File: config.mk
export PLATFORM = sky130hd
export DESIGN_NAME = game_flow_ctrl
export DESIGN_NICKNAME = d
export VERILOG_FILES = /design/src/rtl/game_pkg.sv /design/src/rtl/game_flow_ctrl_menu_hit_decoder.sv /design/src/rtl/game_flow_ctrl.sv
export SDC_FILE = /design/constraint.sdc
export NUM_CORES = 1
export LEC_CHECK = 0
export BUFFER_PORTS_ARGS = -buffer_cell sky130_fd_sc_hd__clkbuf_2
export CELL_PAD_IN_SITES_DETAIL_PLACEMENT = 1
export CELL_PAD_IN_SITES_GLOBAL_PLACEMENT = 2
export CORE_MARGIN = 1
export CORE_UTILIZATION = 34
export DETAILED_ROUTE_END_ITERATION = 10
export GPL_TIMING_DRIVEN = 0
export MAX_ROUTING_LAYER = met4
export PLACE_DENSITY = 0.75
export SYNTH_ARGS = -nofsm -noshare
export SYNTH_HDL_FRONTEND = slang
export SYNTH_SLANG_ARGS = --single-unit
File: constraint.sdc
create_clock -name clk -period 4.4 [get_ports clk]
set_clock_uncertainty 0.2 [all_clocks]
set_input_delay 0.88 -clock clk [delete_from_list [all_inputs] [get_ports clk]]
set_output_delay 0.88 -clock clk [all_outputs]
set_load 0.02 [all_outputs]
File: src/rtl/game_pkg.sv
// Shared encodings, overlay button geometry and helpers for the maze game flow controller.
package game_pkg;

    typedef enum logic [3:0] {
        ST_TITLE    = 4'd0,
        ST_STAFF    = 4'd1,
        ST_STAGE1   = 4'd2,
        ST_SUCCESS1 = 4'd3,
        ST_STAGE2   = 4'd4,
        ST_SUCCESS2 = 4'd5,
        ST_STAGE3   = 4'd6,
        ST_SUCCESS3 = 4'd7,
        ST_FAIL     = 4'd8,
        ST_HELP     = 4'd9
    } state_e;

    typedef enum logic [1:0] {
        TODO_NONE       = 2'd0,
        TODO_FIND_KEY   = 2'd1,
        TODO_FIND_LIGHT = 2'd2,
        TODO_FIND_DOOR  = 2'd3
    } todo_e;

    // One-hot button identifiers produced by the hit decoder.
    localparam logic [6:0] BTN_NONE   = 7'b000_0000;
    localparam logic [6:0] BTN_STAGE1 = 7'b000_0001;
    localparam logic [6:0] BTN_STAGE2 = 7'b000_0010;
    localparam logic [6:0] BTN_STAGE3 = 7'b000_0100;
    localparam logic [6:0] BTN_HELP   = 7'b000_1000;
    localparam logic [6:0] BTN_NEXT   = 7'b001_0000;
    localparam logic [6:0] BTN_BACK   = 7'b010_0000;
    localparam logic [6:0] BTN_RETRY  = 7'b100_0000;

    // All buttons share one column; rows are half-open [lo,hi) in 320x240 space.
    localparam logic [8:0] BTN_X_LO       = 9'd120;
    localparam logic [8:0] BTN_X_HI       = 9'd200;
    localparam logic [8:0] Y_TITLE_S1_LO  = 9'd120;
    localparam logic [8:0] Y_TITLE_S1_HI  = 9'd140;
    localparam logic [8:0] Y_TITLE_S2_LO  = 9'd150;
    localparam logic [8:0] Y_TITLE_S2_HI  = 9'd170;
    localparam logic [8:0] Y_TITLE_S3_LO  = 9'd180;
    localparam logic [8:0] Y_TITLE_S3_HI  = 9'd200;
    localparam logic [8:0] Y_TITLE_HLP_LO = 9'd210;
    localparam logic [8:0] Y_TITLE_HLP_HI = 9'd230;
    localparam logic [8:0] Y_NEXT_LO      = 9'd140;
    localparam logic [8:0] Y_NEXT_HI      = 9'd160;
    localparam logic [8:0] Y_BACK_LO      = 9'd180;
    localparam logic [8:0] Y_BACK_HI      = 9'd200;
    localparam logic [8:0] Y_STAFF_LO     = 9'd150;
    localparam logic [8:0] Y_STAFF_HI     = 9'd170;
    localparam logic [8:0] Y_HELP_BK_LO   = 9'd200;
    localparam logic [8:0] Y_HELP_BK_HI   = 9'd220;

    localparam int START_LIFE_DEF = 3;

    function automatic logic in_range(input logic [8:0] v, input logic [8:0] lo,
                                      input logic [8:0] hi);
        return (v >= lo) && (v < hi);
    endfunction

    function automatic logic is_stage(input state_e s);
        return (s == ST_STAGE1) || (s == ST_STAGE2) || (s == ST_STAGE3);
    endfunction

endpackage

File: src/rtl/game_flow_ctrl_menu_hit_decoder.sv
// Maps a cursor position to the one-hot button it lies on for the current screen.
module menu_hit_decoder
    import game_pkg::*;
(
    input  state_e     state_i,
    input  logic [8:0] cur_x_i,
    input  logic [8:0] cur_y_i,
    input  logic [3:0] play_valid_i,
    output logic [6:0] btn_o
);

    logic in_x_s;
    assign in_x_s = in_range(cur_x_i, BTN_X_LO, BTN_X_HI);

    // Screen-dependent row lookup; locked stage buttons decode as no button.
    always_comb begin
        btn_o = BTN_NONE;
        if (in_x_s) begin
            case (state_i)
                ST_TITLE: begin
                    if (in_range(cur_y_i, Y_TITLE_S1_LO, Y_TITLE_S1_HI)) btn_o = BTN_STAGE1;
                    else if (in_range(cur_y_i, Y_TITLE_S2_LO, Y_TITLE_S2_HI) && play_valid_i[2])
                        btn_o = BTN_STAGE2;
                    else if (in_range(cur_y_i, Y_TITLE_S3_LO, Y_TITLE_S3_HI) && play_valid_i[3])
                        btn_o = BTN_STAGE3;
                    else if (in_range(cur_y_i, Y_TITLE_HLP_LO, Y_TITLE_HLP_HI)) btn_o = BTN_HELP;
                    else btn_o = BTN_NONE;
                end
                ST_SUCCESS1, ST_SUCCESS2: begin
                    if (in_range(cur_y_i, Y_NEXT_LO, Y_NEXT_HI)) btn_o = BTN_NEXT;
                    else if (in_range(cur_y_i, Y_BACK_LO, Y_BACK_HI)) btn_o = BTN_BACK;
                    else btn_o = BTN_NONE;
                end
                ST_SUCCESS3: begin
                    if (in_range(cur_y_i, Y_STAFF_LO, Y_STAFF_HI)) btn_o = BTN_NEXT;
                    else btn_o = BTN_NONE;
                end
                ST_FAIL: begin
                    if (in_range(cur_y_i, Y_NEXT_LO, Y_NEXT_HI)) btn_o = BTN_RETRY;
                    else if (in_range(cur_y_i, Y_BACK_LO, Y_BACK_HI)) btn_o = BTN_BACK;
                    else btn_o = BTN_NONE;
                end
                ST_STAFF: begin
                    if (in_range(cur_y_i, Y_BACK_LO, Y_BACK_HI)) btn_o = BTN_BACK;
                    else btn_o = BTN_NONE;
                end
                ST_HELP: begin
                    if (in_range(cur_y_i, Y_HELP_BK_LO, Y_HELP_BK_HI)) btn_o = BTN_BACK;
                    else btn_o = BTN_NONE;
                end
                default: btn_o = BTN_NONE;
            endcase
        end else begin
            btn_o = BTN_NONE;
        end
    end

endmodule

File: src/rtl/game_flow_ctrl.sv
// Maze game flow FSM: menu navigation, stage objectives, lives and unlock bits.
module game_flow_ctrl
    import game_pkg::*;
#(
    parameter int INVULN_CYCLES = 25_000_000,
    parameter int START_LIFE    = START_LIFE_DEF
) (
    input  logic       clk,
    input  logic       rst_n,
    input  logic       click,
    input  logic [8:0] cur_x,
    input  logic [8:0] cur_y,
    input  logic       key_pick,
    input  logic       light_pick,
    input  logic       door_touch,
    input  logic       hit,
    input  logic       esc,
    output logic [3:0] state,
    output logic [1:0] key_find,
    output logic [1:0] life,
    output logic [1:0] todo,
    output logic [3:0] play_valid,
    output logic       stage_start
);

    localparam int              CNT_W    = $clog2(INVULN_CYCLES) + 1;
    localparam logic [CNT_W-1:0] INV_LOAD = CNT_W'(INVULN_CYCLES - 1);
    localparam logic [CNT_W-1:0] INV_ZERO = '0;
    localparam logic [1:0]       LIFE0    = 2'(START_LIFE);

    state_e           state_q, state_d;
    todo_e            todo_q, todo_d;
    logic [1:0]       key_q, key_d;
    logic [1:0]       life_q, life_d;
    logic [3:0]       pv_q, pv_d;
    logic             start_q, start_d;
    logic [CNT_W-1:0] inv_q, inv_d;
    logic [6:0]       btn_s;

    menu_hit_decoder u_hit (
        .state_i      (state_q),
        .cur_x_i      (cur_x),
        .cur_y_i      (cur_y),
        .play_valid_i (pv_q),
        .btn_o        (btn_s)
    );

    // State and datapath registers; everything the overlay sees comes from here.
    always_ff @(posedge clk or negedge rst_n) begin
        if (!rst_n) begin
            state_q <= ST_TITLE;
            todo_q  <= TODO_NONE;
            key_q   <= 2'd0;
            life_q  <= LIFE0;
            pv_q    <= 4'b0010;
            start_q <= 1'b0;
            inv_q   <= INV_ZERO;
        end else begin
            state_q <= state_d;
            todo_q  <= todo_d;
            key_q   <= key_d;
            life_q  <= life_d;
            pv_q    <= pv_d;
            start_q <= start_d;
            inv_q   <= inv_d;
        end
    end

    // Next-state logic: menu clicks, then prioritised stage events, then entry/exit effects.
    always_comb begin
        state_d = state_q;
        todo_d  = todo_q;
        key_d   = key_q;
        life_d  = life_q;
        pv_d    = pv_q;
        start_d = 1'b0;
        inv_d   = (inv_q != INV_ZERO) ? (inv_q - CNT_W'(1)) : INV_ZERO;

        case (state_q)
            ST_STAGE1, ST_STAGE2, ST_STAGE3: begin
                if (esc) begin
                    state_d = ST_TITLE;
                end else if (door_touch) begin
                    if (todo_q == TODO_FIND_DOOR) begin
                        case (state_q)
                            ST_STAGE1: begin state_d = ST_SUCCESS1; pv_d[2] = 1'b1; end
                            ST_STAGE2: begin state_d = ST_SUCCESS2; pv_d[3] = 1'b1; end
                            default:   state_d = ST_SUCCESS3;
                        endcase
                    end else begin
                        state_d = state_q;
                    end
                end else if (hit && (state_q == ST_STAGE3)) begin
                    if (inv_q != INV_ZERO) begin
                        life_d = life_q;
                    end else if (life_q > 2'd1) begin
                        life_d = life_q - 2'd1;
                        inv_d  = INV_LOAD;
                    end else begin
                        life_d  = 2'd0;
                        state_d = ST_FAIL;
                    end
                end else if (key_pick) begin
                    if ((todo_q == TODO_FIND_KEY) && (key_q != 2'd3)) begin
                        key_d = key_q + 2'd1;
                        if (key_q == 2'd2) todo_d = TODO_FIND_DOOR;
                        else todo_d = todo_q;
                    end else begin
                        key_d = key_q;
                    end
                end else if (light_pick) begin
                    if (todo_q == TODO_FIND_LIGHT) todo_d = TODO_FIND_KEY;
                    else todo_d = todo_q;
                end else begin
                    state_d = state_q;
                end
            end
            default: begin
                if (click) begin
                    case (btn_s)
                        BTN_STAGE1: state_d = ST_STAGE1;
                        BTN_STAGE2: state_d = ST_STAGE2;
                        BTN_STAGE3: state_d = ST_STAGE3;
                        BTN_HELP:   state_d = ST_HELP;
                        BTN_BACK:   state_d = ST_TITLE;
                        BTN_RETRY:  state_d = ST_STAGE3;
                        BTN_NEXT: begin
                            case (state_q)
                                ST_SUCCESS1: state_d = ST_STAGE2;
                                ST_SUCCESS2: state_d = ST_STAGE3;
                                ST_SUCCESS3: state_d = ST_STAFF;
                                default:     state_d = state_q;
                            endcase
                        end
                        default: state_d = state_q;
                    endcase
                end else begin
                    state_d = state_q;
                end
            end
        endcase

        // Stages are only entered from menus and only left for menus.
        if (is_stage(state_d) && !is_stage(state_q)) begin
            key_d   = 2'd0;
            life_d  = LIFE0;
            inv_d   = INV_ZERO;
            start_d = 1'b1;
            todo_d  = (state_d == ST_STAGE2) ? TODO_FIND_LIGHT : TODO_FIND_KEY;
        end else if (!is_stage(state_d) && is_stage(state_q)) begin
            todo_d = TODO_NONE;
        end else begin
            start_d = 1'b0;
        end
    end

    assign state       = state_q;
    assign key_find    = key_q;
    assign life        = life_q;
    assign todo        = todo_q;
    assign play_valid  = pv_q;
    assign stage_start = start_q;

endmodule

== After elaboration in Yosys (flattened, before gate mapping) ==
Index checks and enable logic that the tools add are counted.

* Flip-flop bits (word level): 39
* Latch bits: 0
* RAM bits: 0
* Bits in read-only memories: 0
* Bits of input ports: 26
* Output and inout bits: 15
* Word-level logic and storage cells: 153
* Memories kept: 0

* Add/subtract/negate cells: 3
* Multiply operators: 0
* Div/mod/pow operators: 0
* $lt $le $gt $ge: 15
* Eq/ne operators: 33
* Shift-type cells: 0
* Mux-type cells: 57
* Bitwise logic cells: 1
* Reduce and logical (&&, ||, !) cells: 36

{| class="wikitable"
|+ Operators by type and width
! kind !! number
|-
| 26-bit two-way mux || 8
|-
| 9-bit by 8-bit less-than comparator with 1-bit output, second input constant || 7
|-
| 2-bit two-way mux || 26
|-
| 9-bit by 8-bit >= comparator with 1-bit output, second input constant || 5
|-
| 7-bit two-way mux || 6
|-
| 7-bit case mux with 6 select lines || 1
|-
| 4-bit two-way mux || 9
|-
| 26-bit nonzero test || 1
|-
| 26-bit by 1-bit subtractor with 26-bit output, second input constant || 1
|-
| 4-bit by 3-bit equality test with 1-bit output, second input constant || 6
|-
| 4-bit case mux with 6 select lines || 1
|-
| 9-bit by 7-bit >= comparator with 1-bit output, second input constant || 2
|-
| 5-bit AND reduction || 3
|-
| 1-bit logical AND || 13
|-
| 4-bit by 2-bit equality test with 1-bit output, second input constant || 3
|-
| 6-bit two-way mux || 2
|-
| 4-bit case mux with 3 select lines || 1
|-
| 3-bit by 1-bit inequality test with 1-bit output, second input constant || 3
|-
| 4-bit equality test, second input constant || 2
|-
| 2-bit by 1-bit inequality test with 1-bit output, second input constant || 4
|-
| 4-bit by 1-bit inequality test with 1-bit output, second input constant || 2
|-
| 8-bit AND reduction || 1
|-
| 2-bit nonzero test || 4
|-
| 4-bit nonzero test || 2
|-
| 25 further kinds || 32
|}

== Longest topological paths before layout ==
* Word-level depth: 20
* Depth in mapped cells: 17
* Depth with buffers taken out: 16

== By module ==
Synthesis repeated with hierarchy kept, for this count alone.

* Cell total of the unflattened synthesis: 317
* Area, all modules: 2826.5 sq um

{| class="wikitable"
|+ By module, submodules not included
! module !! instances !! cells each !! area an instance (sq um) !! sequential area each (sq um)
|-
| game_flow_ctrl || 1 || 264 || 2466.1 || 978.4
|-
| menu_hit_decoder || 1 || 53 || 360.3 || 0.0
|}

== Worst setup path after synthesis ==
Ideal clock, no wire load.

* Path type: input port to flip-flop
* Start point: in cur_x[3]
* End point: reg todo_q[0], in the netlist todo[0]
* Arrival time: 3747 ps
* Data required time: 4076 ps
* Path slack: 329 ps
* Cell stages on the path: 14
* Path buffers: 1
* Cells stage by stage: o31a_1 > mux2_4 > or4_1 > buf_4 > o32a_1 > nand2_1 > a41o_2 > inv_2 > o211a_1 > ha_1 > o21ai_0 > o31a_1 > nand4_1 > o31a_1

* Cells in the longest elaborated chain, start to end: 15
* Elaborated cells on any way between the ends: 35
* Classes of those cells: order compare: 2; eq/ne: 15; mux: 7; reduce/logical: 11

{| class="wikitable"
|+ Ends and longest elaborated chain
! element !! RTL line !! text
|-
| start: declaration || game_flow_ctrl.sv:11 || <nowiki>input logic [8:0] cur_x,</nowiki>
|-
| 9-bit by 7-bit >= comparator with 1-bit output or 9-bit by 8-bit less-than comparator with 1-bit output (tied branches) || game_pkg.sv:58 || <nowiki>return (v >= lo) && (v < hi);</nowiki>
|-
| 1-bit logical AND * || game_pkg.sv:58 ||
|-
| 7-bit two-way mux * || game_flow_ctrl_menu_hit_decoder.sv:18 || <nowiki>if (in_x_s) begin</nowiki>
|-
| 7-bit equality test or 7-bit by 3-bit equality test with 1-bit output (tied branches) || game_flow_ctrl.sv:120 || <nowiki>case (btn_s)</nowiki>
|-
| 2-bit OR reduction (no line) || -- ||
|-
| 4-bit case mux with 6 select lines * || game_flow_ctrl.sv:120 ||
|-
| 4-bit two-way mux * || game_flow_ctrl.sv:119 || <nowiki>if (click) begin</nowiki>
|-
| 4-bit two-way mux * || game_flow_ctrl.sv:79 || <nowiki>case (state_q)</nowiki>
|-
| named net state_d[2] || game_flow_ctrl.sv:31 || <nowiki>state_e state_q, state_d;</nowiki>
|-
| 4-bit by 2-bit equality test with 1-bit output or 4-bit by 3-bit equality test with 1-bit output (tied branches) || game_pkg.sv:62, game_flow_ctrl.sv:149 ||
|-
| 1-bit logical OR (2 in a row) || game_pkg.sv:62 || <nowiki>return (s == ST_STAGE1) || (s == ST_STAGE2) || (s == ST_STAGE3);</nowiki>
|-
| 1-bit logical NOT || game_flow_ctrl.sv:150 || <nowiki>end else if (!is_stage(state_d) && is_stage(state_q)) begin</nowiki>
|-
| 1-bit logical AND || game_flow_ctrl.sv:150 ||
|-
| 4-bit by 1-bit inequality test with 1-bit output (no line), or another cell as far along || -- ||
|-
| 8-bit AND reduction (no line) or 2-bit two-way mux (tied branches) || -- ||
|-
| end signal: assignment || game_flow_ctrl.sv:60 || <nowiki>todo_q <= todo_d;</nowiki>
|-
| end: declaration || game_flow_ctrl.sv:32 || <nowiki>todo_e todo_q, todo_d;</nowiki>
|}

Mark *: on every way through the listed nets, which the timed path passes. The rest lies on a longest branch.
A chain may end at the register's enable or synchronous reset.

== Worst setup path in the final report ==
* Start point: in cur_y[8]
* End point: reg inv_q[19]

* Cells in the longest elaborated chain, start to end: 18
* Elaborated cells on any way between the ends: 49
* Classes of those cells: order compare: 12; eq/ne: 10; mux: 15; reduce/logical: 12

{| class="wikitable"
|+ Ends and longest elaborated chain
! element !! RTL line !! text
|-
| start: declaration || game_flow_ctrl.sv:12 || <nowiki>input logic [8:0] cur_y,</nowiki>
|-
| 9-bit by 8-bit >= comparator with 1-bit output or 9-bit by 8-bit less-than comparator with 1-bit output (tied branches) || game_pkg.sv:58 ||
|-
| 1-bit logical AND || game_pkg.sv:58 ||
|-
| 4-bit two-way mux or 1-bit logical AND (tied branches) || game_flow_ctrl_menu_hit_decoder.sv:26, game_flow_ctrl_menu_hit_decoder.sv:24 ||
|-
| 7-bit two-way mux || game_flow_ctrl_menu_hit_decoder.sv:24 || <nowiki>else if (in_range(cur_y_i, Y_TITLE_S3_LO, Y_TITLE_S3_HI) && play_valid_i[3])</nowiki>
|-
| 7-bit two-way mux || game_flow_ctrl_menu_hit_decoder.sv:22 || <nowiki>else if (in_range(cur_y_i, Y_TITLE_S2_LO, Y_TITLE_S2_HI) && play_valid_i[2])</nowiki>
|-
| 7-bit two-way mux || game_flow_ctrl_menu_hit_decoder.sv:21 || <nowiki>if (in_range(cur_y_i, Y_TITLE_S1_LO, Y_TITLE_S1_HI)) btn_o = BTN_STAGE1;</nowiki>
|-
| 7-bit case mux with 6 select lines * || game_flow_ctrl_menu_hit_decoder.sv:19 || <nowiki>case (state_i)</nowiki>
|-
| 7-bit two-way mux * || game_flow_ctrl_menu_hit_decoder.sv:18 ||
|-
| [... 4 more ...] || -- ||
|-
| 4-bit two-way mux * || game_flow_ctrl.sv:79 ||
|-
| named net state_d[2] || game_flow_ctrl.sv:31 ||
|-
| 4-bit by 2-bit equality test with 1-bit output or 4-bit by 3-bit equality test with 1-bit output (tied branches) || game_pkg.sv:62 ||
|-
| 1-bit logical OR || game_pkg.sv:62 ||
|-
| 1-bit logical OR * || game_pkg.sv:62 ||
|-
| 1-bit logical AND * || game_flow_ctrl.sv:144 || <nowiki>if (is_stage(state_d) && !is_stage(state_q)) begin</nowiki>
|-
| 26-bit two-way mux * || game_flow_ctrl.sv:144 ||
|-
| named net inv_d[19] || game_flow_ctrl.sv:37 || <nowiki>logic [CNT_W-1:0] inv_q, inv_d;</nowiki>
|-
| end signal: assignment || game_flow_ctrl.sv:65 || <nowiki>inv_q <= inv_d;</nowiki>
|-
| end: declaration || game_flow_ctrl.sv:37 ||
|}

Marks and branches as above.

==> impl_metrics.env <==
export IMPL_endpoint_kind="register"
export IMPL_ys_types=65
export IMPL_grt_max_degree=40
export IMPL_chipWidth_um=88.92
export IMPL_final_seq_area_um2=978.4
export IMPL_first_global_vias=2266
export IMPL_numCtsBuffers=5
export IMPL_slew_headroom_pct=33.61
export IMPL_clock_tree_root_cell="clkbuf_8"
export IMPL_synth_common_cells="38 x nor2_1, 37 x dfrtp_1, 22 x nand2_1"
export IMPL_placed_cell_area_um2=2853
export IMPL_tritoncts="yes"
export IMPL_syn_cell_area_um2=2569
export IMPL_cap_violations=0
export IMPL_design_area_um2=2967
export IMPL_core_area_um2=7292
export IMPL_fin_hold_ws_ps=277.8
export IMPL_yosysMostFrequentCell="nor2_1"
export IMPL_synthFlopType="dfrtp_1"
export IMPL_cp_start_kind="input pin"
export IMPL_syn_avg_cell_area_um2=8.858
export IMPL_fill_cells=897
export IMPL_via_per_inst=5.270
export IMPL_drcViolationCount=0
export IMPL_first_iter_violations=53
export IMPL_worstSetupPathType="in2reg"
export IMPL_p_leak_nw=1.269
export IMPL_status="finished, final reports clean"
export IMPL_antenna_found_initial=0
export IMPL_die_h_um=88.92
export IMPL_n_antenna_cell=0
export IMPL_async_flop_share_pct=100.0
export IMPL_rows=31
export IMPL_cts_path_max_buffers=2
export IMPL_rsz0062_at_grt="no"
export IMPL_yosysTopAreaCell="dfrtp_1"
export IMPL_syn_to_final_growth_pct=15.49
export IMPL_cts_max_level=2
export IMPL_synthTopCellsByArea="dfrtp_1 36%, xnor2_1 6.1%, nor2_1 5.6%"
export IMPL_nets=360
export IMPL_dr_pass1_iters=4
export IMPL_synth_top_area_share_pct=36.04
export IMPL_setup_ws_ps=253.3
export IMPL_vias=2261
export IMPL_worst_pin_slew_ps=995.8
export IMPL_hold_viol_final=0
export IMPL_fmax_mhz=241.2
export IMPL_synth_nets=321
export IMPL_place_ws_ps=-543.0
export IMPL_postCtsHoldBufs=0
export IMPL_drive_gt1_share_pct=20.61
export IMPL_port_buffers=32
export IMPL_yosysWarnings=0
export IMPL_clk_pin_slew_ps=80
export IMPL_multi_input_area_um2=1500
export IMPL_grt_overflow=0
export IMPL_routed_wl_um=6578
export IMPL_hold_class="reg2reg"
export IMPL_place_hpwl_um=4888
export IMPL_synthCells=290
export IMPL_critPathArrivalTime_ps=4090
export IMPL_slew_violations=0
export IMPL_crit_required_ps=4350
export IMPL_post_route_period_util_pct=94.24
export IMPL_period_minus_slack_ps=4147
export IMPL_ir_worst_vdd_v=0.0002424
export IMPL_yosysSeqAreaShare_pct=38.09
export IMPL_die_area_um2=7907
export IMPL_worstSkewPairLatency_ps=300
export IMPL_power_density_nw_per_um2=494.7
export IMPL_crit_path_max_fanout=10
export IMPL_wl_per_cell_um=15.33
export IMPL_clock_sinks=39
export IMPL_grt_pass1_wl_um=11140
export IMPL_gp_congestion=0.7885
export IMPL_synth_edf_count=0
export IMPL_io_pins=41
export IMPL_grt_util_all_layers_pct=18.84
export IMPL_start_util_pct=35.23
export IMPL_ys_ff_latch=39
export IMPL_setup_viol=0
export IMPL_ant_nets=0
## sequential cells by signal, summed over array words and instances (netlist names)
| register | count |
|---|---|
| key_find | 2 |
| inv_q | 26 |
| todo | 2 |
| state | 4 |
| play_valid | 2 |
| stage_start | 1 |
| life | 2 |
## routing by layer
layer	track usage, %	share of wire, %	routed length (µm)
met5	-	0	0
met4	3.226	0.64	42
met3	3.693	1.9	123
met2	31.19	49	3214
met1	24.26	49	3198
## final timing paths
check	to	from	cells past startpoint	slack, ps
worst min register to register	inv_q[0]	inv_q[0]	1	280
worst max register to register	todo[0]	inv_q[0]	16	310
worst max-delay path	inv_q[19]	cur_y[8]	15	250
max in group asynchronous	play_valid[3]	rst_n	1	2840
min in group asynchronous	todo[0]	rst_n	1	530
worst min-delay path	inv_q[0]	inv_q[0]	1	280
## power by group
part,internal (mW),switching (mW),total [mW]
registers,0.503,0.157,0.661
clock network,0.143,0.131,0.274
logic,0.236,0.297,0.533
## stage by stage
stage	setup TNS (ps)	power, mW	cells	utilization (%)
6_report	0	1.468	429	40.68
5_1_grt	0	1.590	429	40.68
4_1_cts	0	1.487	429	40.61
3_5_place_dp	-5748	1.202	421	39.12
3_3_place_gp	-5401	1.188	421	39.12
2_1_floorplan	0	1.029	290	-
## worst max-delay path, cell delays in order
cell and delay (ps):
clkbuf_2 130, or4b_2 730, o22ai_1 260, or4_1 160
buf_4 130, o32a_1 180, nand2_1 110, a41o_2 330
inv_2 70, o211a_1 160, ha_2 260, inv_1 140
o21ai_2 190, clkbuf_4 310, a21oi_1 60
## area by class of cell
| cell class | count | share of cell area [%] |
|---|---|---|
| clock buffers | 7 | 3.248 |
| plain buffers | 13 | 2.235 |
| multi-input cells | 229 | 50.57 |
| inverters | 9 | 1.139 |
| repair buffers | 32 | 5.399 |
| well taps | 99 | 4.175 |
| clock inverters | 1 | 0.2531 |
| flip-flops and latches | 39 | 32.98 |
## layout by cell type, fill, tap and decap left out, types with 3 or more instances in the layout
cell,instances
clkbuf_8,7
ha_1,4
o31ai_1,3
or2_2,5
dfrtp_1,37
nor2_1,38
nor2b_1,5
o211ai_1,3
xnor2_1,18
a21o_1,3
nand2b_1,8
nand3_1,7
nand4_1,3
clkbuf_1,7
o31a_1,3
xor2_1,7
nor3b_1,3
a31oi_1,3
or4b_2,3
nand2_1,22
or4_1,5
o21ai_0,11
clkbuf_2,33
a21oi_1,13
nor3_1,9
nor4_1,6
buf_4,3
inv_1,8
## repair_timing
action / in CTS / in global routing
endpoints found under the setup margin: 10 / 10
setup buffers: 0 / 0
resized for setup: 2 / 3
gates cloned: 0 / 0
## logic make-up after synthesis
group,synth area share (%)
muxes,0.9740
xor gates and xnor gates,8.524
DFF,38.09
AOI/OAI and AO/OA,16.95
adders and majority gates,2.435
buffers and inverters,3.750
and+or+nand+nor,28.98
other,0.2924
No activity file was read; power rests on OpenSTA's default activity.
